`config.mk`:
```
export PLATFORM = sky130hd
export DESIGN_NAME = mem_stage
export DESIGN_NICKNAME = d
export VERILOG_FILES = /design/src/rtl/mem_stage.sv
export SDC_FILE = /design/constraint.sdc
export NUM_CORES = 1
export LEC_CHECK = 0
export ABC_AREA = 1
export CAP_MARGIN = 10
export CORE_AREA = 2 2 126 128
export CTS_CLUSTER_DIAMETER = 120
export CTS_CLUSTER_SIZE = 10
export DETAILED_ROUTE_END_ITERATION = 12
export DIE_AREA = 0 0 128 130
export GPL_TIMING_DRIVEN = 1
export HOLD_SLACK_MARGIN = 0.03
export PLACE_DENSITY = 0.7
export SLEW_MARGIN = 20
export SYNTH_ARGS = -nofsm -noshare
export SYNTH_HDL_FRONTEND = slang
export SYNTH_SLANG_ARGS = --single-unit
```
`constraint.sdc`:
```
create_clock -name clk -period 2.6 [get_ports clk]
set_input_delay 0.26 -clock clk [delete_from_list [all_inputs] [get_ports clk]]
set_output_delay 0.26 -clock clk [all_outputs]
set_load 0.01 [all_outputs]
```
`src/rtl/mem_stage.sv`:
```
// mem_stage -- memory-access stage of the 5-stage RV32I pipeline.
//
// Resolves conditional branches, issues RV32I loads/stores on a ready/valid
// data-memory port, stalls the pipeline while memory is busy, and owns the
// MEM/WB pipeline register.
//
// Optional feature macro: MEM_TIMEOUT_EN
//   defined   : a WAIT-cycle counter aborts an access after TIMEOUT cycles
//               (bus_err_o pulses, the instruction retires with RegWrite = 0)
//   undefined : no counter; the stage waits indefinitely, bus_err_o = 0
//
// Ports:
//   clk, rst                 clock, asynchronous active-high reset
//   RegWrite_i .. funct3_i   EX/MEM pipeline register contents
//   dmem_*                   data-memory request / response port
//   pcsrc_o, branch_target_o branch resolution
//   stall_o                  hold IF/ID/EX and EX/MEM
//   misalign_o, bus_err_o    exception pulses
//   mem_wb_*, read_data_o,
//   ALUresult_o, wr_o        MEM/WB pipeline register
module mem_stage #(
  parameter int unsigned TIMEOUT = 16
) (
  input  logic        clk,
  input  logic        rst,
  input  logic        RegWrite_i,
  input  logic        MemToReg_i,
  input  logic        Branch_i,
  input  logic        MemRead_i,
  input  logic        MemWrite_i,
  input  logic [31:0] BA_i,
  input  logic        FlagZero_i,
  input  logic [31:0] ALUresult_i,
  input  logic [31:0] rd2_i,
  input  logic [4:0]  wr_i,
  input  logic [2:0]  funct3_i,
  output logic        dmem_req_o,
  output logic        dmem_we_o,
  output logic [31:0] dmem_addr_o,
  output logic [3:0]  dmem_be_o,
  output logic [31:0] dmem_wdata_o,
  input  logic [31:0] dmem_rdata_i,
  input  logic        dmem_ready_i,
  output logic        pcsrc_o,
  output logic [31:0] branch_target_o,
  output logic        stall_o,
  output logic        misalign_o,
  output logic        bus_err_o,
  output logic        mem_wb_RegWrite_o,
  output logic        mem_wb_MemToReg_o,
  output logic [31:0] read_data_o,
  output logic [31:0] ALUresult_o,
  output logic [4:0]  wr_o
);

  localparam logic [0:0] S_IDLE = 1'b0;
  localparam logic [0:0] S_WAIT = 1'b1;

  logic [0:0]  r_state;
  logic [0:0]  w_next_state;
  logic        w_mem_op;
  logic [1:0]  w_off;
  logic [1:0]  w_size;
  logic        w_misalign;
  logic        w_mis_access;
  logic        w_timeout;
  logic        w_req;
  logic        w_stall;
  logic [31:0] w_lane;
  logic [31:0] w_load_data;

  logic        r_RegWrite;
  logic        r_MemToReg;
  logic [31:0] r_read_data;
  logic [31:0] r_ALUresult;
  logic [4:0]  r_wr;

  assign w_mem_op = MemRead_i | MemWrite_i;
  assign w_off    = ALUresult_i[1:0];
  // funct3[1:0] encodes access size for both loads and stores: 00 byte,
  // 01 half, anything else word (covers the 011/110/111 load aliases).
  assign w_size   = funct3_i[1:0];

  always_comb begin
    w_misalign = 1'b0;
    case (w_size)
      2'b00:   w_misalign = 1'b0;
      2'b01:   w_misalign = w_off[0];
      default: w_misalign = |w_off;
    endcase
  end

  assign w_mis_access = w_mem_op & w_misalign;

`ifdef MEM_TIMEOUT_EN
  localparam int unsigned CW = $clog2(TIMEOUT + 1);
  logic [CW-1:0] r_cnt;

  assign w_timeout = (r_state == S_WAIT) && (r_cnt == CW'(TIMEOUT));

  always_ff @(posedge clk or posedge rst) begin
    if (rst) begin
      r_cnt <= '0;
    end else if (w_next_state == S_IDLE) begin
      r_cnt <= '0;
    end else if ((r_state == S_WAIT) && (r_cnt != CW'(TIMEOUT))) begin
      r_cnt <= r_cnt + 1'b1;
    end
  end
`else
  assign w_timeout = 1'b0;
`endif

  // Reset also masks the request so nothing is issued or stalled while rst is high.
  assign w_req   = ~rst & w_mem_op & ~w_misalign & ~w_timeout;
  assign w_stall = w_req & ~dmem_ready_i;

  always_comb begin
    w_next_state = r_state;
    case (r_state)
      S_IDLE:  if (w_stall)  w_next_state = S_WAIT;
      S_WAIT:  if (!w_stall) w_next_state = S_IDLE;
      default: w_next_state = S_IDLE;
    endcase
  end

  // Store formatting
  always_comb begin
    dmem_be_o    = 4'b1111;
    dmem_wdata_o = '0;
    if (MemWrite_i) begin
      case (w_size)
        2'b00: begin
          dmem_be_o    = 4'b0001 << w_off;
          dmem_wdata_o = {4{rd2_i[7:0]}};
        end
        2'b01: begin
          dmem_be_o    = 4'b0011 << w_off;
          dmem_wdata_o = {2{rd2_i[15:0]}};
        end
        default: begin
          dmem_be_o    = 4'b1111;
          dmem_wdata_o = rd2_i;
        end
      endcase
    end
  end

  // Load formatting: shift the addressed lane down to bit 0 first
  assign w_lane = dmem_rdata_i >> {w_off, 3'b000};

  always_comb begin
    w_load_data = dmem_rdata_i;
    case (funct3_i)
      3'b000:  w_load_data = {{24{w_lane[7]}}, w_lane[7:0]};
      3'b001:  w_load_data = {{16{w_lane[15]}}, w_lane[15:0]};
      3'b100:  w_load_data = {24'd0, w_lane[7:0]};
      3'b101:  w_load_data = {16'd0, w_lane[15:0]};
      default: w_load_data = dmem_rdata_i;
    endcase
  end

  always_ff @(posedge clk or posedge rst) begin
    if (rst) begin
      r_state     <= S_IDLE;
      r_RegWrite  <= 1'b0;
      r_MemToReg  <= 1'b0;
      r_read_data <= '0;
      r_ALUresult <= '0;
      r_wr        <= '0;
    end else begin
      r_state <= w_next_state;
      if (w_stall) begin
        r_RegWrite <= 1'b0;
      end else begin
        r_RegWrite  <= RegWrite_i & ~w_mis_access & ~w_timeout;
        r_MemToReg  <= MemToReg_i;
        r_read_data <= w_load_data;
        r_ALUresult <= ALUresult_i;
        r_wr        <= wr_i;
      end
    end
  end

  assign dmem_req_o      = w_req;
  assign dmem_we_o       = MemWrite_i;
  assign dmem_addr_o     = {ALUresult_i[31:2], 2'b00};
  assign stall_o         = w_stall;
  assign misalign_o      = ~rst & w_mis_access;
  assign bus_err_o       = w_timeout;

  assign pcsrc_o = Branch_i & ((funct3_i == 3'b000) ? FlagZero_i :
                               (funct3_i == 3'b001) ? ~FlagZero_i : 1'b0);
  assign branch_target_o = BA_i;

  assign mem_wb_RegWrite_o = r_RegWrite;
  assign mem_wb_MemToReg_o = r_MemToReg;
  assign read_data_o       = r_read_data;
  assign ALUresult_o       = r_ALUresult;
  assign wr_o              = r_wr;

endmodule

```
==> summary.md, run 1 <==
| Metric | Value |
|---|---|
| Status | `finished, final reports clean` |
| Combinational power share | `between 20% and 30%` |
| Final-layout fill cell count | `about 1.6k` |
| Crit start category | `input port` |
| Final min period | `~2400 ps` |
| Reg2reg setup slack | `1920 ps` |
| Row cnt | `46` |
| Number of antenna violations at the first check in global routing | `1` |
| CP max stage cell | `clkdlybuf4s50_1` |
| Reg power frac | `about a third` |
| Share of the synthesized area in the top cell type | `between 30% and 40%` |
| PwrDens | `between 500 and 600 mW/mm^2` |
| Setup violations, final | `0` |
| Setup ws final | `approximately 160 ps` |
| Delay-heaviest family, CP | `buffers and inverters` |
| I/O Buffers | `about 250` |
| Synth cell types | `24` |
| Max-slew headroom | `58.7%` |
| DRT iter0 DRCs | `around 230` |
| Clock-pin transition on the worst setup and hold timing paths | `roughly 50 ps` |
| CTS tree | `yes` |
| Ranking of synthesized cells by area | `dfrtp_1, nand2_1, buf_4` |
| Fin util | `45.9%` |
| First-pass GRT wire length | `between 20,000 and 25,000 um` |
| Clk pwr share | `roughly 38%` |
| Required @ worst endpoint | `2340 ps` |
| Peak VDD IR | `between 0.3 and 0.4 mV` |
| P_sw | `around 1000 uW` |
| Worst min path class | `input port to async pin` |
| Crit path DAT | `2180 ps` |
| CP Class | `input port to primary output` |
| Via count | `around 4.8k` |
| Clk_lat worst skew | `320 ps` |
| Reg-to-Reg Start | `read_data_o[22]` |
| Most frequent cells in the layout | `nand2_1, clkdlybuf4s50_1, nor2_1` |
| Crit. End Element | `primary output` |
| Starting Density | `29.4%` |
| Crit. Startpoint | `funct3_i[1]` |
| CP Buf/Inv Count | `4` |
| Post-detail-place hpwl | `about 12,000 um` |
| Fin. max-slew vios | `0` |
| Die X | `between 100 and 150 um` |
| Nets | `992` |
| Int Power | `roughly 2700 uW` |
| Clock buffer depth | `2` |
| Vias per cell | `between 4 and 5` |
| Worst path depth | `7` |
| RSZ-0062 raised after global routing | `false` |
| Largest net degree at the start of global routing | `59` |
| Part of the Yosys area used for sequential elements | `approximately two fifths` |
| Fraction of layout cells with a size suffix above 1 | `approximately 5.1%` |
| CTS sink cnt | `71` |
| Post-route cell area | `0.00708 mm^2` |
| Commonest non-fill, non-tap cell in the layout | `nand2_1` |
| Die height | `roughly 130 um` |
| Placement-stage cell area | `~0.0067 mm^2` |
| DRC Markers | `0` |
| CTS HTree Levels | `3` |
| Sw Share | `27.0%` |
| Yosys warnings | `0` |
| Post-CTS Setup Bufs | `0` |
| Max Clk Rate | `slightly above 400 MHz` |
| Final hold slack | `389 ps` |
| Period utilization | `93.9%` |
| Wire per inst | `between 15 and 20 um` |
| Routed Antenna Nets | `0` |
| 1st-pass router iterations | `7` |
| CTS Root Cell | `clkbuf_16` |
| Post-CTS Resized | `0` |
| Crit path capture | `dmem_wdata_o[24]` |
| Top cell type by total area after synthesis | `dfrtp_1` |
| Core area | `0.0154 mm^2` |
| Final hold violations | `0` |
| Sum Neg Setup Slack | `0 ps` |
| Vias in the first global route | `~4.5k` |
| Worst Tran Pin Value | `between 600 and 700 ps` |
| Cell area after synthesis | `0.00453 mm^2` |
| Total GRT Usage | `about a fifth` |
| Crit-path max FO | `10` |
| Max-cap viol count | `0` |
| Post-synthesis cell count | `~670` |
| Grt ovf | `0` |
| GP Congestion | `0.821` |
| # hold bufs at CTS | `0` |
| Dpl ws | `approximately 130 ps` |
| Critical-path cell list | `clkdlybuf4s50_1 -> inv_2 -> nand2_1 -> buf_4 -> o22ai_1 -> nor2_1 -> clkdlybuf4s50_1` |
| # IOs | `approximately 320` |
| Full die area | `0.0166 mm^2` |
| Most used cell, CP | `clkdlybuf4s50_1` |
| Total Wirelength | `15,900 um` |
| Slowest Stage Delay on Critical Path | `between 500 and 600 ps` |
| Layout overhead on the synthesized area | `56.3%` |
| Worst-case reg-to-reg path depth | `2` |
| CTS Buf Count | `9` |
| Post-synthesis register bit count | `71` |
| Leakage | `between 0.003 and 0.004 uW` |
| Skew final | `0 ps` |
| Syn avg cell area | `about 6.8 um^2` |
| R2r endpoint | `read_data_o[22]` |
## layer usage
metal / up-vias / global-route usage (%) / routed length [um]
met3: 29 / 4.72 / 1130
met1: 2201 / 20.8 / 6320
met2: 216 / 34.6 / 8130
met4: 0 / 6.53 / 339
met5: - / 0 / 0
li1: 2337 / - / -
## synthesized netlist by cell type, drive strengths merged
library cell  count
a21oi             8
o21ai            40
dfrtp            71
conb              1
o22ai             8
nand2           266
nand3            38
buf              94
nor3              1
or2               1
inv              48
a31oi             1
o211ai            1
nor2             81
clkbuf            8
## layout make-up
type	instances	area, um^2	share of cell area, %
Inverter	48	181	2.56
Antenna cell	1	2.50	0.0353
Clock buffer	10	229	3.23
Timing Repair Buffer	269	2680	37.8
Multi-Input combinational cell	448	1870	26.4
Tap cell	192	240	3.39
Sequential cell	71	1780	25.1
Clock inverter	5	108	1.52
## power groups by stage
stage	sequential [uW]	clock (uW)	combinational, uW
finish	1270	1410	1020
global placement	1280	0	1030
detailed placement	1290	0	1030
global route	1280	1500	1110
floorplan	1330	0	433
CTS	1270	1440	1040
## state kept, by name, indices dropped and copies added (netlist names)
signal / count
ALUresult_o: 32
read_data_o: 32
wr_o: 5
mem_wb_MemToReg_o: 1
mem_wb_RegWrite_o: 1
## worst min path at each step
stage / start / end / slack [ps] / depth (start not counted)
2_1_floorplan: ALUresult_i[10] / ALUresult_o[10] / 380 / 2
3_3_place_gp: ALUresult_o[25] / ALUresult_o[25] / 450 / 2
3_5_place_dp: wr_o[2] / wr_o[2] / 460 / 2
4_1_cts: rst / wr_o[0] / 410 / 2
5_1_grt: rst / wr_o[2] / 450 / 2
6_report: rst / wr_o[0] / 390 / 2
## cells by family after synthesis
logic type      after synthesis  share of synthesized area [%]
other cells                   1                         0.0827
flops                        71                           39.2
buf+inv                     150                           20.0
simple gates                387                           34.1
compound gates               58                           6.71
## worst reg2reg max path: cells and delay by family, from the launching register on
| kind | cells | cell delay, ps |
|---|---|---|
| simple gates | 2 | 170 |
| flops | 1 | 400 |
## per-stage QoR
stage,cells,total power (uW)
5_1_grt,1044,3890
3_5_place_dp,1028,2320
3_3_place_gp,1028,2310
2_1_floorplan,669,1770
4_1_cts,1043,3750
6_report,1044,3700
Note: power is estimated with default switching activity, not from simulation.
==> inputs of run 2 (changes only) <==
--- a/config.mk
+++ b/config.mk
@@ -12,7 +12,7 @@
 export CTS_CLUSTER_SIZE = 10
 export DETAILED_ROUTE_END_ITERATION = 12
 export DIE_AREA = 0 0 128 130
-export GPL_TIMING_DRIVEN = 1
+export GPL_TIMING_DRIVEN = 0
 export HOLD_SLACK_MARGIN = 0.03
 export PLACE_DENSITY = 0.7
 export SLEW_MARGIN = 20
==> constraint.sdc (replaced) <==
create_clock -name clk -period 2.6 [get_ports clk]
set_input_delay 0.26 -clock clk [delete_from_list [all_inputs] [get_ports clk]]
set_output_delay 0.26 -clock clk [all_outputs]
set_load 0.02 [all_outputs]
==> summary.md, run 2 (synthesis results as in run 1) <==
| Metric | Value |
|---|---|
| CTS sink cnt | `71 (unchanged)` |
| Wire per inst | `15.0 um (was 15.3 um)` |
| Post-detail-place hpwl | `14,100 um (was 12,400 um)` |
| Required @ worst endpoint | `2340 ps (about the same)` |
| Routed wl met2 | `9070 um (was 8130 um)` |
| Sum Neg Setup Slack | `0 ps (unchanged)` |
| Total Wirelength | `17,500 um (was 15,900 um)` |
| GP Congestion | `0.879 (was 0.821)` |
| Int Power | `2830 uW (was 2700 uW)` |
| Critical-path cell list | `clkdlybuf4s50_1 -> buf_6 -> buf_2 -> o21ai_0 -> nand2_1 -> clkdlybuf4s50_1 (was clkdlybuf4s50_1 -> inv_2 -> nand2_1 -> buf_4 -> o22ai_1 -> nor2_1 -> clkdlybuf4s50_1)` |
| Clock buffer depth | `2 (unchanged)` |
| CTS HTree Levels | `3 (unchanged)` |
| Setup violations, final | `0 (unchanged)` |
| Most frequent cells in the layout | `clkdlybuf4s50_1, nand2_1, nor2_1 (was nand2_1, clkdlybuf4s50_1, nor2_1)` |
| Post-CTS Resized | `8 (was 0)` |
| Clk pwr share | `35.4% (was 38.0%)` |
| Setup ws final | `193 ps (was 160 ps)` |
| Layout overhead on the synthesized area | `76.7% (was 56.3%)` |
| Met1 WL | `6760 um (was 6320 um)` |
| Fin. max-slew vios | `0 (unchanged)` |
| Routed Antenna Nets | `0 (unchanged)` |
| Peak VDD IR | `0.344 mV (was 0.317 mV)` |
| Period utilization | `92.6% (was 93.9%)` |
| # IOs | `322 (unchanged)` |
| Die height | `130 um (unchanged)` |
| Diode count | `0 (was 1)` |
| Vias per cell | `4.45 (was 4.58)` |
| Crit-path max FO | `10 (unchanged)` |
| P_sw | `1190 uW (was 1000 uW)` |
| Crit. End Element | `primary output (unchanged)` |
| I/O Buffers | `284 (was 254)` |
| Full die area | `0.0166 mm^2 (unchanged)` |
| Max-slew headroom | `58.8% (was 58.7%)` |
| Vias in the first global route | `4,917 (was 4,469)` |
| Die X | `128 um (unchanged)` |
| Number of antenna violations at the first check in global routing | `1 (unchanged)` |
| PwrDens | `503 mW/mm^2 (was 522 mW/mm^2)` |
| Top Metal Used | `met5 (was met4)` |
| Final-layout fill cell count | `1,536 (was 1,570)` |
| Post-CTS Setup Bufs | `0 (unchanged)` |
| Final hold violations | `0 (unchanged)` |
| Crit path DAT | `2150 ps (was 2180 ps)` |
| Combinational power share | `33.2% (was 27.7%)` |
| Total GRT Usage | `20.2% (was 18.7%)` |
| Final min period | `2410 ps (was 2440 ps)` |
| Leakage | `0.00401 uW (was 0.00344 uW)` |
| # hold bufs at CTS | `0 (unchanged)` |
| Max Clk Rate | `416 MHz (was 410 MHz)` |
| Starting Density | `29.4% (unchanged)` |
| Seq. cell area | `0.00178 mm^2 (unchanged)` |
| Post-route cell area | `0.00801 mm^2 (was 0.00708 mm^2)` |
| Status | `finished, final reports clean (unchanged)` |
| DRC Markers | `0 (unchanged)` |
| DR WL met3 | `1400 um (was 1130 um)` |
| First-pass GRT wire length | `25,900 um (was 23,900 um)` |
| Power Total | `4030 uW (was 3700 uW)` |
| Fraction of layout cells with a size suffix above 1 | `13.1% (was 5.05%)` |
| Clk_lat worst skew | `320 ps (about the same)` |
| RSZ-0062 raised after global routing | `false (unchanged)` |
| Worst min path class | `input port to async pin (unchanged)` |
| Sw Share | `29.7% (was 27.0%)` |
| CP max stage cell | `clkdlybuf4s50_1 (unchanged)` |
| Max-cap viol count | `0 (unchanged)` |
| Row cnt | `46 (unchanged)` |
| Largest net degree at the start of global routing | `54 (was 59)` |
| Core area | `0.0154 mm^2 (unchanged)` |
| Grt ovf | `0 (unchanged)` |
| CP Class | `input port to primary output (unchanged)` |
| CTS Root Cell | `clkbuf_16 (unchanged)` |
| DRT iter0 DRCs | `214 (was 228)` |
| Area of the multi-input gates | `0.00186 mm^2 (was 0.00187 mm^2)` |
| Worst Tran Pin Value | `618 ps (about the same)` |
| CTS tree | `yes (unchanged)` |
| Skew final | `0 ps (unchanged)` |
| Via count | `5,172 (was 4,783)` |
| Crit start category | `input port (unchanged)` |
| Slowest Stage Delay on Critical Path | `670 ps (was 590 ps)` |
| Commonest non-fill, non-tap cell in the layout | `clkdlybuf4s50_1 (was nand2_1)` |
| Reg power frac | `31.5% (was 34.3%)` |
| Dpl ws | `-232 ps (was 131 ps)` |
| 1st-pass router iterations | `4 (was 7)` |
| CTS Buf Count | `9 (unchanged)` |
| Most used cell, CP | `clkdlybuf4s50_1 (unchanged)` |
| Clock-pin transition on the worst setup and hold timing paths | `60 ps (was 50 ps)` |
| Placement-stage cell area | `0.00765 mm^2 (was 0.00675 mm^2)` |
| Nets | `1,110 (was 992)` |
==> run 2: cell count changes in the layout (fill, tap and decap cells not counted), sizes merged, moves of 3 or more <==
| cell | previous run | this run |
|---|---|---|
| buf | 15 | 95 |
| clkdlybuf4s50 | 254 | 277 |
| clkbuf | 10 | 18 |
| dlygate4sd2 | 0 | 4 |
| dlymetal6s2s | 0 | 3 |
==> run 2: area by class of cell <==
class | instances | share of cell area (%)
buffer | 102 | 9.09
clock buffer | 10 | 2.98
clock inverter | 6 | 1.34
inverter | 48 | 2.28
multi-input combinational | 448 | 23.3
sequential | 71 | 22.2
tap | 192 | 3.00
timing repair buffer | 285 | 35.9
==> run 2: power groups by stage <==
stage / logic, uW / clock network [uW] / registers [uW]
detailed placement: 1340 / 0 / 1290
floorplan: 507 / 0 / 1420
finish: 1340 / 1420 / 1270
global placement: 1330 / 0 / 1280
global route: 1430 / 1510 / 1280
CTS: 1350 / 1460 / 1270
==> run 2: worst paths after layout <==
path,startpoint,endpoint,slack [ps],cells after the start
min reg2reg,ALUresult_o[4],ALUresult_o[4],470,2
max in group asynchronous,rst,read_data_o[9],1720,3
min,rst,read_data_o[19],330,2
min in group clk,funct3_i[1],read_data_o[25],380,5
max reg2reg,read_data_o[26],read_data_o[26],1920,2
max,ALUresult_i[0],dmem_be_o[1],190,6
==> run 2: critical path: cells and delay by family <==
family                 cells  cell delay (ps)
AOI/OAI and AO/OA          1              110
and+or+nand+nor            1               80
buffers and inverters      4             1680
==> run 2: layer usage <==
layer | up-vias | track usage (%)
met3 | 17 | 5.70
met5 | - | 0
met2 | 232 | 38.4
met1 | 2343 | 22.4
met4 | 2 | 4.65
li1 | 2578 | -
==> run 2: metrics by stage <==
| stage | hold WS, ps | utilization, % | instances |
|---|---|---|---|
| after floorplan | 377 | - | 669 |
| after global routing | 367 | 51.9 | 1162 |
| final | 328 | 51.9 | 1162 |
| after global placement | 453 | 49.4 | 1145 |
| after CTS | 331 | 51.9 | 1162 |
| after detailed placement | 457 | 49.6 | 1146 |
